**src/rtl/uart_pkg.sv**
```systemverilog
// Shared UART definitions used by the receiver and transmitter: baud divisors, line-control
// field positions, the frame state enum and small decode/parity helpers.
package uart_pkg;

  // Clocks per 16x sample tick at 18.432 MHz.
  localparam logic [6:0] DIV_9600   = 7'd120;
  localparam logic [6:0] DIV_19200  = 7'd60;
  localparam logic [6:0] DIV_38400  = 7'd30;
  localparam logic [6:0] DIV_115200 = 7'd10;

  localparam int LCR_WLEN_LSB = 0;
  localparam int LCR_STOP2    = 2;
  localparam int LCR_PAR_EN   = 3;
  localparam int LCR_PAR_EVEN = 4;

  typedef enum logic [2:0] {
    ST_IDLE   = 3'd0,
    ST_START  = 3'd1,
    ST_DATA   = 3'd2,
    ST_PARITY = 3'd3,
    ST_STOP   = 3'd4,
    ST_BREAK  = 3'd5
  } uart_state_e;

  function automatic logic [6:0] baud_div(input logic [1:0] sel);
    case (sel)
      2'b00:   return DIV_9600;
      2'b01:   return DIV_19200;
      2'b10:   return DIV_38400;
      2'b11:   return DIV_115200;
      default: return DIV_115200;
    endcase
  endfunction

  function automatic logic [3:0] word_len(input logic [1:0] wl);
    case (wl)
      2'b00:   return 4'd8;
      2'b01:   return 4'd7;
      2'b10:   return 4'd6;
      2'b11:   return 4'd5;
      default: return 4'd8;
    endcase
  endfunction

  // acc is the XOR of the data bits; even parity expects acc^par == 0, odd expects 1.
  function automatic logic parity_error(input logic acc, input logic par_bit, input logic even);
    return even ? (acc ^ par_bit) : ~(acc ^ par_bit);
  endfunction

endpackage

```
**src/rtl/uart_baud_tick.sv**
```systemverilog
// 16x oversampling tick generator: one-cycle tick every baud_div(baud_sel) clocks while enabled,
// restarted by clear so the first tick lands a full divisor after the clear.
module uart_baud_tick
  import uart_pkg::*;
(
  input  logic       clk,
  input  logic       rst,
  input  logic [1:0] baud_sel,
  input  logic       enable,
  input  logic       clear,
  output logic       tick
);

  logic [6:0] div_s;
  logic [6:0] cnt_r;
  logic       tick_r;

  assign div_s = baud_div(baud_sel);
  assign tick  = tick_r;

  // Divisor counter; tick_r is raised one clock early so it is valid in the cycle the count wraps.
  always_ff @(posedge clk or negedge rst) begin
    if (!rst) begin
      cnt_r  <= 7'd0;
      tick_r <= 1'b0;
    end else if (clear || !enable) begin
      cnt_r  <= 7'd0;
      tick_r <= 1'b0;
    end else if (cnt_r == (div_s - 7'd1)) begin
      cnt_r  <= 7'd0;
      tick_r <= 1'b0;
    end else begin
      cnt_r  <= cnt_r + 7'd1;
      tick_r <= (cnt_r == (div_s - 7'd2));
    end
  end

endmodule

```
**src/rtl/uart_rx_frame.sv**
```systemverilog
// UART receiver: synchronises rx_serial, oversamples 16x and deframes start/data/parity/stop
// according to the line-control word latched at the start edge.
module uart_rx_frame
  import uart_pkg::*;
#(
  parameter int CLK_FREQ_HZ = 18432000,
  parameter int OVERSAMPLE  = 16,
  parameter int SYNC_STAGES = 2
) (
  input  logic       clk,
  input  logic       rst,
  input  logic [1:0] baud_sel,
  input  logic [4:0] line_control_reg,
  input  logic       rx_serial,
  output logic [7:0] data_received,
  output logic       data_corrupted_flag,
  output logic       active_flag_rx,
  output logic       transmission_done_flag
);

  localparam logic [3:0] MID_TICK  = 4'(OVERSAMPLE / 2 - 1);
  localparam logic [3:0] LAST_TICK = 4'(OVERSAMPLE - 1);

  if (CLK_FREQ_HZ != 18432000 || OVERSAMPLE != 16 || SYNC_STAGES < 2) begin : g_cfg_check
    $error("uart_rx_frame: divisor table only valid for 18.432 MHz, 16x, >=2 sync stages");
  end

  logic [SYNC_STAGES-1:0] sync_r;
  logic                   rx_prev_r;
  uart_state_e            state_r;
  logic [1:0]             baud_r;
  logic [4:0]             lcr_r;
  logic [3:0]             os_cnt_r;
  logic [2:0]             bit_idx_r;
  logic                   stop_idx_r;
  logic [7:0]             data_r;
  logic                   par_acc_r;
  logic                   par_err_r;
  logic                   frame_err_r;
  logic [7:0]             data_received_r;
  logic                   corrupted_r;
  logic                   active_r;
  logic                   done_r;

  logic rx_s;
  logic fall_s;
  logic tick_s;
  logic tick_en_s;
  logic sample_s;
  logic last_data_s;
  logic last_stop_s;
  logic frame_end_s;
  logic start_s;

  assign rx_s        = sync_r[SYNC_STAGES-1];
  assign fall_s      = rx_prev_r & ~rx_s;
  assign tick_en_s   = (state_r != ST_IDLE);
  assign sample_s    = tick_s & (os_cnt_r == MID_TICK);
  assign last_data_s = ({1'b0, bit_idx_r} == (word_len(lcr_r[LCR_WLEN_LSB +: 2]) - 4'd1));
  assign last_stop_s = ~lcr_r[LCR_STOP2] | stop_idx_r;
  assign frame_end_s = (state_r == ST_STOP) & sample_s & last_stop_s;
  // A start edge coinciding with frame end is honoured so back-to-back frames are not lost.
  assign start_s     = fall_s & ((state_r == ST_IDLE) | frame_end_s);

  assign data_received          = data_received_r;
  assign data_corrupted_flag    = corrupted_r;
  assign active_flag_rx         = active_r;
  assign transmission_done_flag = done_r;

  uart_baud_tick u_baud_tick (
    .clk      (clk),
    .rst      (rst),
    .baud_sel (baud_r),
    .enable   (tick_en_s),
    .clear    (start_s),
    .tick     (tick_s)
  );

  // Synchroniser, frame FSM, shift register, parity accumulator and registered outputs.
  always_ff @(posedge clk or negedge rst) begin
    if (!rst) begin
      sync_r          <= {SYNC_STAGES{1'b1}};
      rx_prev_r       <= 1'b1;
      state_r         <= ST_IDLE;
      baud_r          <= 2'b00;
      lcr_r           <= 5'd0;
      os_cnt_r        <= 4'd0;
      bit_idx_r       <= 3'd0;
      stop_idx_r      <= 1'b0;
      data_r          <= 8'd0;
      par_acc_r       <= 1'b0;
      par_err_r       <= 1'b0;
      frame_err_r     <= 1'b0;
      data_received_r <= 8'd0;
      corrupted_r     <= 1'b0;
      active_r        <= 1'b0;
      done_r          <= 1'b0;
    end else begin
      sync_r    <= {sync_r[SYNC_STAGES-2:0], rx_serial};
      rx_prev_r <= rx_s;
      done_r    <= 1'b0;

      if (tick_s) begin
        os_cnt_r <= (os_cnt_r == LAST_TICK) ? 4'd0 : os_cnt_r + 4'd1;
      end

      case (state_r)
        ST_IDLE: begin
          state_r <= ST_IDLE;
        end
        ST_START: begin
          if (sample_s) begin
            if (!rx_s) begin
              state_r   <= ST_DATA;
              active_r  <= 1'b1;
              bit_idx_r <= 3'd0;
            end else begin
              state_r <= ST_IDLE;
            end
          end
        end
        ST_DATA: begin
          if (sample_s) begin
            data_r[bit_idx_r] <= rx_s;
            par_acc_r         <= par_acc_r ^ rx_s;
            if (last_data_s) begin
              state_r    <= lcr_r[LCR_PAR_EN] ? ST_PARITY : ST_STOP;
              stop_idx_r <= 1'b0;
            end else begin
              bit_idx_r <= bit_idx_r + 3'd1;
            end
          end
        end
        ST_PARITY: begin
          if (sample_s) begin
            par_err_r <= parity_error(par_acc_r, rx_s, lcr_r[LCR_PAR_EVEN]);
            state_r   <= ST_STOP;
          end
        end
        ST_STOP: begin
          if (frame_end_s) begin
            data_received_r <= data_r;
            corrupted_r     <= par_err_r | frame_err_r | ~rx_s;
            done_r          <= 1'b1;
            active_r        <= 1'b0;
            state_r         <= rx_s ? ST_IDLE : ST_BREAK;
          end else if (sample_s) begin
            frame_err_r <= frame_err_r | ~rx_s;
            stop_idx_r  <= 1'b1;
          end
        end
        ST_BREAK: begin
          if (rx_s) begin
            state_r <= ST_IDLE;
          end
        end
        default: begin
          state_r <= ST_IDLE;
        end
      endcase

      // New frame: latch config and clear per-frame state, overriding the case above.
      if (start_s) begin
        state_r     <= ST_START;
        baud_r      <= baud_sel;
        lcr_r       <= line_control_reg;
        os_cnt_r    <= 4'd0;
        bit_idx_r   <= 3'd0;
        stop_idx_r  <= 1'b0;
        data_r      <= 8'd0;
        par_acc_r   <= 1'b0;
        par_err_r   <= 1'b0;
        frame_err_r <= 1'b0;
      end
    end
  end

endmodule

```
**config.mk**
```make
export PLATFORM = sky130hd
export DESIGN_NAME = uart_rx_frame
export DESIGN_NICKNAME = d
export VERILOG_FILES = /design/src/rtl/uart_pkg.sv /design/src/rtl/uart_baud_tick.sv /design/src/rtl/uart_rx_frame.sv
export SDC_FILE = /design/constraint.sdc
export NUM_CORES = 1
export LEC_CHECK = 0
export BUFFER_PORTS_ARGS = -buffer_cell sky130_fd_sc_hd__buf_2
export CORE_UTILIZATION = 40
export DETAILED_ROUTE_END_ITERATION = 10
export SYNTH_ARGS = -nofsm -noshare
export SYNTH_HDL_FRONTEND = slang
export SYNTH_SLANG_ARGS = --single-unit
```
**constraint.sdc**
```tcl
create_clock -name clk -period 2.7 [get_ports clk]
set_clock_uncertainty 0.2 [all_clocks]
set_input_delay 0.27 -clock clk [delete_from_list [all_inputs] [get_ports clk]]
set_output_delay 0.27 -clock clk [all_outputs]
set_load 0.02 [all_outputs]
```
Word-level counts from Yosys, hierarchy flattened:

Cells that the tools add are included.
Widths: inputs -> output; s select.

* logic and storage cells: 148
* flip-flop bits (word level): 51
* output and inout bits: 11
* input port bits: 10

* muxes and demuxes: 55
* eq/ne operators: 30
* bitwise gates (word level): 14
* $lt $le $gt $ge: 2
* add/sub/neg operators: 6
* reductions and logical operators: 23

Operators by type and width (count)
* $mux 3: 14
* $ne 3x2->1 const B: 10
* $pmux 7 s4: 1
* $mux 1: 24
* $mux 8: 3
* $pmux 4 s4: 1
* $pmux 3 s5: 1
* $eq 7x7->1: 2
* $mux 7: 2
* $mux 4: 3
* $reduce_bool 2->1: 6
* $reduce_and 5->1: 2
* $reduce_bool 3->1: 3
* $bwmux 8: 1
* $eq 2x2->1 const B: 4
* $add 7x1->7 const B: 1
* $sub 7x1->7 const B: 1
* $sub 7x2->7 const B: 1
* $eq 3x2->1 const B: 2
* $eq 3x3->1 const B: 2
* $ne 2x2->1 const B: 3
* $pmux 3 s2: 1
* $reduce_and 2->1: 3
* $reduce_and 6->1: 1
* other kinds (25): 38

Longest topological paths before layout:

* depth in word-level cells: 8
* mapped depth: 8
* depth with buffers taken out: 7

Modules after synthesis:

From an unflattened synthesis, not the netlist that was laid out.

* cell total of the unflattened synthesis: 237
* area total of the unflattened synthesis: 2544.9 µm²

Modules (own cells, without submodules)
* uart_rx_frame: area an instance 2099.5 µm², sequential area each 1079.8 µm², cells an instance 193, instances 1
* uart_baud_tick: area an instance 445.4 µm², sequential area each 200.2 µm², cells an instance 44, instances 1

Least setup slack after synthesis:

OpenSTA, ideal clock, no wires.

* path type: register to register
* start: register os_cnt_r[0]
* end: register state_r[0]
* stages on the path, launching flop included: 8
* library setup time: 125 ps
* setup slack: 684 ps
* buffers on the path: 1
* arrival time: 1691 ps
* data required time: 2375 ps
* clock period less this slack: 2016 ps
* cells stage by stage: dfrtp_1 ha_1 nand4b_1 buf_2 nand2_1 o21a_1 o21ai_1 mux2_2

* longest elaborated chain between the ends: 8
* elaborated cells between the ends (all ways): 14
* those cells by class: eq/ne: 7; mux: 1; bitwise: 5; reduce/logical: 1

RTL lines
* from (decl): RTL line uart_rx_frame.sv:33 `logic [3:0] os_cnt_r;`
* from (signal assigned): RTL line uart_rx_frame.sv:104 `os_cnt_r <= (os_cnt_r == LAST_TICK) ? 4'd0 : os_cnt_r + 4'd1;`
* $eq 4x3->1 *: RTL line uart_rx_frame.sv:58 `assign sample_s = tick_s & (os_cnt_r == MID_TICK);`
* $and 1x1->1 *: RTL line uart_rx_frame.sv:58
* $and 1x1->1 (2 in series): RTL line uart_rx_frame.sv:61 `assign frame_end_s = (state_r == ST_STOP) & sample_s & last_stop_s;`
* $or 1x1->1: RTL line uart_rx_frame.sv:63 `assign start_s = fall_s & ((state_r == ST_IDLE) | frame_end_s);`
* $and 1x1->1: RTL line uart_rx_frame.sv:63
* $ne 3x2->1 (no line)
* $reduce_and 6->1 (no line)
* to (signal assigned): RTL line uart_rx_frame.sv:127 `state_r <= lcr_r[LCR_PAR_EN] ? ST_PARITY : ST_STOP;`
* to (signal assigned): RTL line uart_rx_frame.sv:146 `state_r <= rx_s ? ST_IDLE : ST_BREAK;`
* to (decl): RTL line uart_rx_frame.sv:30 `uart_state_e state_r;`

Every way passes the cells marked *; elsewhere a longest branch is shown, timed or not.
A chain may end at the register's enable or synchronous reset.

Final worst setup path:

* start: register os_cnt_r[0]
* end: register u_baud_tick.tick_r (netlist: u_baud_tick.tick)

* longest elaborated chain between the ends: 8

RTL lines
* $eq 4x3->1: RTL line uart_rx_frame.sv:58
* $and 1x1->1: RTL line uart_rx_frame.sv:58
* $and 1x1->1 (2 in series): RTL line uart_rx_frame.sv:61
* $or 1x1->1: RTL line uart_rx_frame.sv:63
* $and 1x1->1: RTL line uart_rx_frame.sv:63
* $logic_or 1x1->1: RTL line uart_baud_tick.sv:26 `end else if (clear || !enable) begin`
* $mux 1: RTL line uart_baud_tick.sv:26
* to (signal assigned): RTL line uart_baud_tick.sv:34 `tick_r <= (cnt_r == (div_s - 7'd2));`
* to (decl): RTL line uart_baud_tick.sv:16 `logic tick_r;`

No other way between the ends.

==> key figures <==
Placed design
  – Placed instance area: roughly 2600 µm²
  – GPL Wtd Cong: 0.8235
  – Pre-CTS WS: around 0.44 ns
  – DP HPWL: 3136 µm
  – Buffers on Ports: 20

Outcome
  – Status: finished clean

Floorplanning
  – Die width: a little over 80 µm
  – Die area: approximately 6500 µm²
  – I/O pins: 21
  – Initial Utilization: about two fifths
  – Die height: 80.46 µm
  – FP Rows: 28
  – Core Area: 5921 µm²

Global routing
  – First-pass GRT wire length: between 8000 and 9000 µm
  – Remaining Overflow, GRT: 0
  – GR Util met2: approximately 25%
  – Antenna violations before repair: 0
  – Grt peak-use layer: met2
  – Largest net degree at the start of global routing: 52
  – Total Routing Usage GR: ~17%
  – M3 GR Usage: 3.409%
  – Vias in the first global route: 1731
  – GR Util met1: between 20 and 25%

Hold path
  – Worst min path class: reg -> reg

Power and ir drop
  – Reg power frac: between 50% and 60%
  – Clock Power Share: between 30% and 40%
  – Internal Pwr Total: 1067 µW
  – Net Sw Frac: 25.53%
  – Combinational share of power: between 10% and 20%
  – Pwr Total: 1432 µW
  – Peak supply drop: ~0.00030 V
  – Psw: 365.6 µW
  – Cell area power density: 510.1 nW/µm²
  – Cell leakage power: about 0.0013 µW

Timing
  – Sum of negative setup slack: 0 ns
  – Final period utilization: ~84%
  – Actual slew at the worst max-slew pin: ~0.63 ns
  – PnR worst setup slack: approximately 0.42 ns
  – Final Setup Violations: 0
  – Max Clock Freq: approximately 0.44 GHz
  – Hold Fails Final Rpt: 0
  – Fin. max-slew vios: 0
  – Min Hold Slack: 0.1617 ns
  – Post-route minimum period: around 2.3 ns
  – RSZ-0062 raised after global routing: no
  – Slew HR: between 50 and 60%

Logic synthesis
  – Area leader, netlist: dfrtp_1
  – Register area share after synthesis: about half
  – Cells taking the most area after synthesis: dfrtp_1 49%, nand2_1 5.5%, mux2_2 4.1%
  – Unique masters post-synth: 42
  – Commonest register cell after synthesis: dfrtp_1
  – Post-synthesis compound-gate area fraction: under 10%
  – Synth Area in XOR/XNOR: between 4 and 5%
  – Mapped cell area: between 2000 and 2500 µm²
  – Avg Cell Area, Syn: between 9 and 10 µm²
  – Simple-gate share of the synthesized area: around a fifth
  – Synth Warn #: 0
  – Adder-Cell Fraction of Synth Area: 3.557%
  – Post-synth EDFFs: 0
  – FFs w/ async S/R, synth: 100.0%
  – Yosys reg bits: 51
  – Mux cell area share after synthesis: 5.335%
  – Combinational family with the most area after synthesis: simple AND/OR/NAND/NOR gates
  – Syn Inst Count: 251
  – Synth top area share: 48.78%
  – Syn_nets: between 200 and 300

Setup path
  – Crit-path max cell delay: between 0.4 and 0.5 ns
  – Reg2Reg Depth: 7
  – Worst Setup Path Type: reg -> reg
  – Setup crit end: u_baud_tick.tick$_DFF_PN0_
  – CP startpoint kind: register
  – WP data arrival: 2.28 ns
  – Crit. End Element: register
  – CP startpoint: os_cnt_r[0]$_DFFE_PN0P_
  – CP Max Fanout: 11
  – Slowest-stage cell, CP: or4_1
  – Cell depth of the worst setup path: 7
  – Critical Path, Cell by Cell: ha_1 -> nand4b_1 -> buf_4 -> or4_1 -> a21oi_2 -> nor2_1 -> and4_1
  – Crit path required time: between 2 and 3 ns
  – R2r startpoint: os_cnt_r[0]$_DFFE_PN0P_
  – Bufs and invs on worst path: 1
  – Cell family contributing the most delay on the critical path: simple AND/OR/NAND/NOR gates
  – FF-to-FF End: u_baud_tick.tick$_DFF_PN0_
  – R2R Setup Slk: between 0.4 and 0.5 ns

Layout
  – Most frequent cells in the layout: 48 x dfrtp_1, 36 x nand2_1, 25 x nor2_1
  – Final Instance Area: between 2000 and 3000 µm²
  – Fraction of layout cells with a size suffix above 1: between 10% and 20%
  – Final #Nets: approximately 300
  – Area Growth Syn to Fin: 14.02%
  – # diodes: 0
  – Commonest non-fill, non-tap cell in the layout: dfrtp_1

Route
  – Vias: roughly 1800
  – DRC Markers: 0
  – Post-route antenna net violation count: 0
  – Final wirelength: between 4000 and 5000 µm
  – Drt first pass iters: 4
  – Avg WL per Cell: about 13 µm
  – Vias per std cell: a little under 5
  – Drt initial violations: 80

Clock tree
  – Total CTS buffers: 5
  – Clk Tree Root Cell: clkbuf_8
  – Clock Path Buffers: 2
  – H-tree levels: 2
  – CTS sink count: 51
  – CTS clk-pin slew, worst paths: 0.09 ns
  – Post-CTS resize count: 0
  – CTS tree: built
  – Clk_lat worst skew: 0.30 ns

Job
  – Maxcap violations: 0
==> power groups by stage <==
stage / sequential, µW / clock [µW] / combinational, µW
after global routing: 822 / 502 / 184
after CTS: 817 / 474 / 161
after floorplan: 821 / 0 / 113
after global placement: 832 / 0 / 148
after detailed placement: 832 / 0 / 151
final: 817 / 457 / 159
==> state kept, by name (all words and copies together), names as in the netlist <==
signal                  cells
stop_idx_r                  1
data_r                      8
frame_err_r                 1
baud_r                      2
rx_prev_r                   1
transmission_done_flag      1
data_corrupted_flag         1
state_r                     3
active_flag_rx              1
os_cnt_r                    4
lcr_r                       5
u_baud_tick.tick            1
u_baud_tick.cnt_r           7
bit_idx_r                   3
sync_r                      2
par_acc_r                   1
data_received               8
par_err_r                   1
==> routing by layer <==
layer,wire length [µm],part of all wire (%)
met5,0,0
met4,65,1.4
met3,154,3.4
met2,1996,44
met1,2369,52
==> synthesized netlist by cell type (2+ instances only) <==
cell,number
o21ai_1,4
o21ai_0,13
nand2_1,36
nand3_1,16
buf_2,5
mux2_2,9
nor2b_1,5
a31oi_1,2
nand3b_1,2
mux2i_1,3
nor2_1,25
ha_1,7
a21oi_1,6
o21a_1,3
inv_1,12
dfstp_2,3
xnor2_1,5
and3_1,2
xor2_1,9
nor3_2,3
a22oi_1,2
clkbuf_1,3
nand2b_1,2
nor3_1,7
o22ai_1,3
dfrtp_1,48
==> worst min-delay path by stage <==
stage	cells after the start	from	to
global route	0	sync_r[0]$_DFF_PN1_	sync_r[1]$_DFF_PN1_
finish	0	sync_r[0]$_DFF_PN1_	sync_r[1]$_DFF_PN1_
detailed placement	0	sync_r[0]$_DFF_PN1_	sync_r[1]$_DFF_PN1_
floorplan	0	rst	active_flag_rx$_DFFE_PN0P_
CTS	0	sync_r[0]$_DFF_PN1_	sync_r[1]$_DFF_PN1_
global placement	0	sync_r[0]$_DFF_PN1_	sync_r[1]$_DFF_PN1_
==> cells by family after synthesis <==
| family | Yosys count |
|---|---|
| and+or+nand+nor | 105 |
| DFF | 51 |
| AOI/OAI and AO/OA | 40 |
| buffers and inverters | 22 |
| xor gates and xnor gates | 14 |
| muxes | 12 |
| adders and majority gates | 7 |
==> metrics by stage <==
step	util, %	cells
finish	47.42	355
global placement	44.29	338
detailed placement	44.29	338
CTS	47.42	355
global route	47.42	355
floorplan	-	251
==> cell type report <==
class,count,area [µm²]
tap,75,93.84
inverter,12,45.04
sequential,51,1280
clock buffer,7,86.33
clock inverter,1,8.758
timing repair buffer,31,205.2
fill,567,3113
multi-input combinational,178,1089
==> what timing repair did <==
| action | 4_1_cts | 5_1_grt |
|---|---|---|
| setup buffers | 0 | 0 |
| endpoints found under the hold margin | 56 | 0 |
| hold buffers | 9 | 0 |
==> worst register-to-register path, cell delays in order (launching register included) <==
cell      delay, ns
dfrtp_1        0.42
ha_1           0.24
nand4b_1       0.17
buf_4          0.22
or4_1          0.49
a21oi_2        0.17
nor2_1         0.06
and4_1         0.19
(Power assumes the default switching activity.)
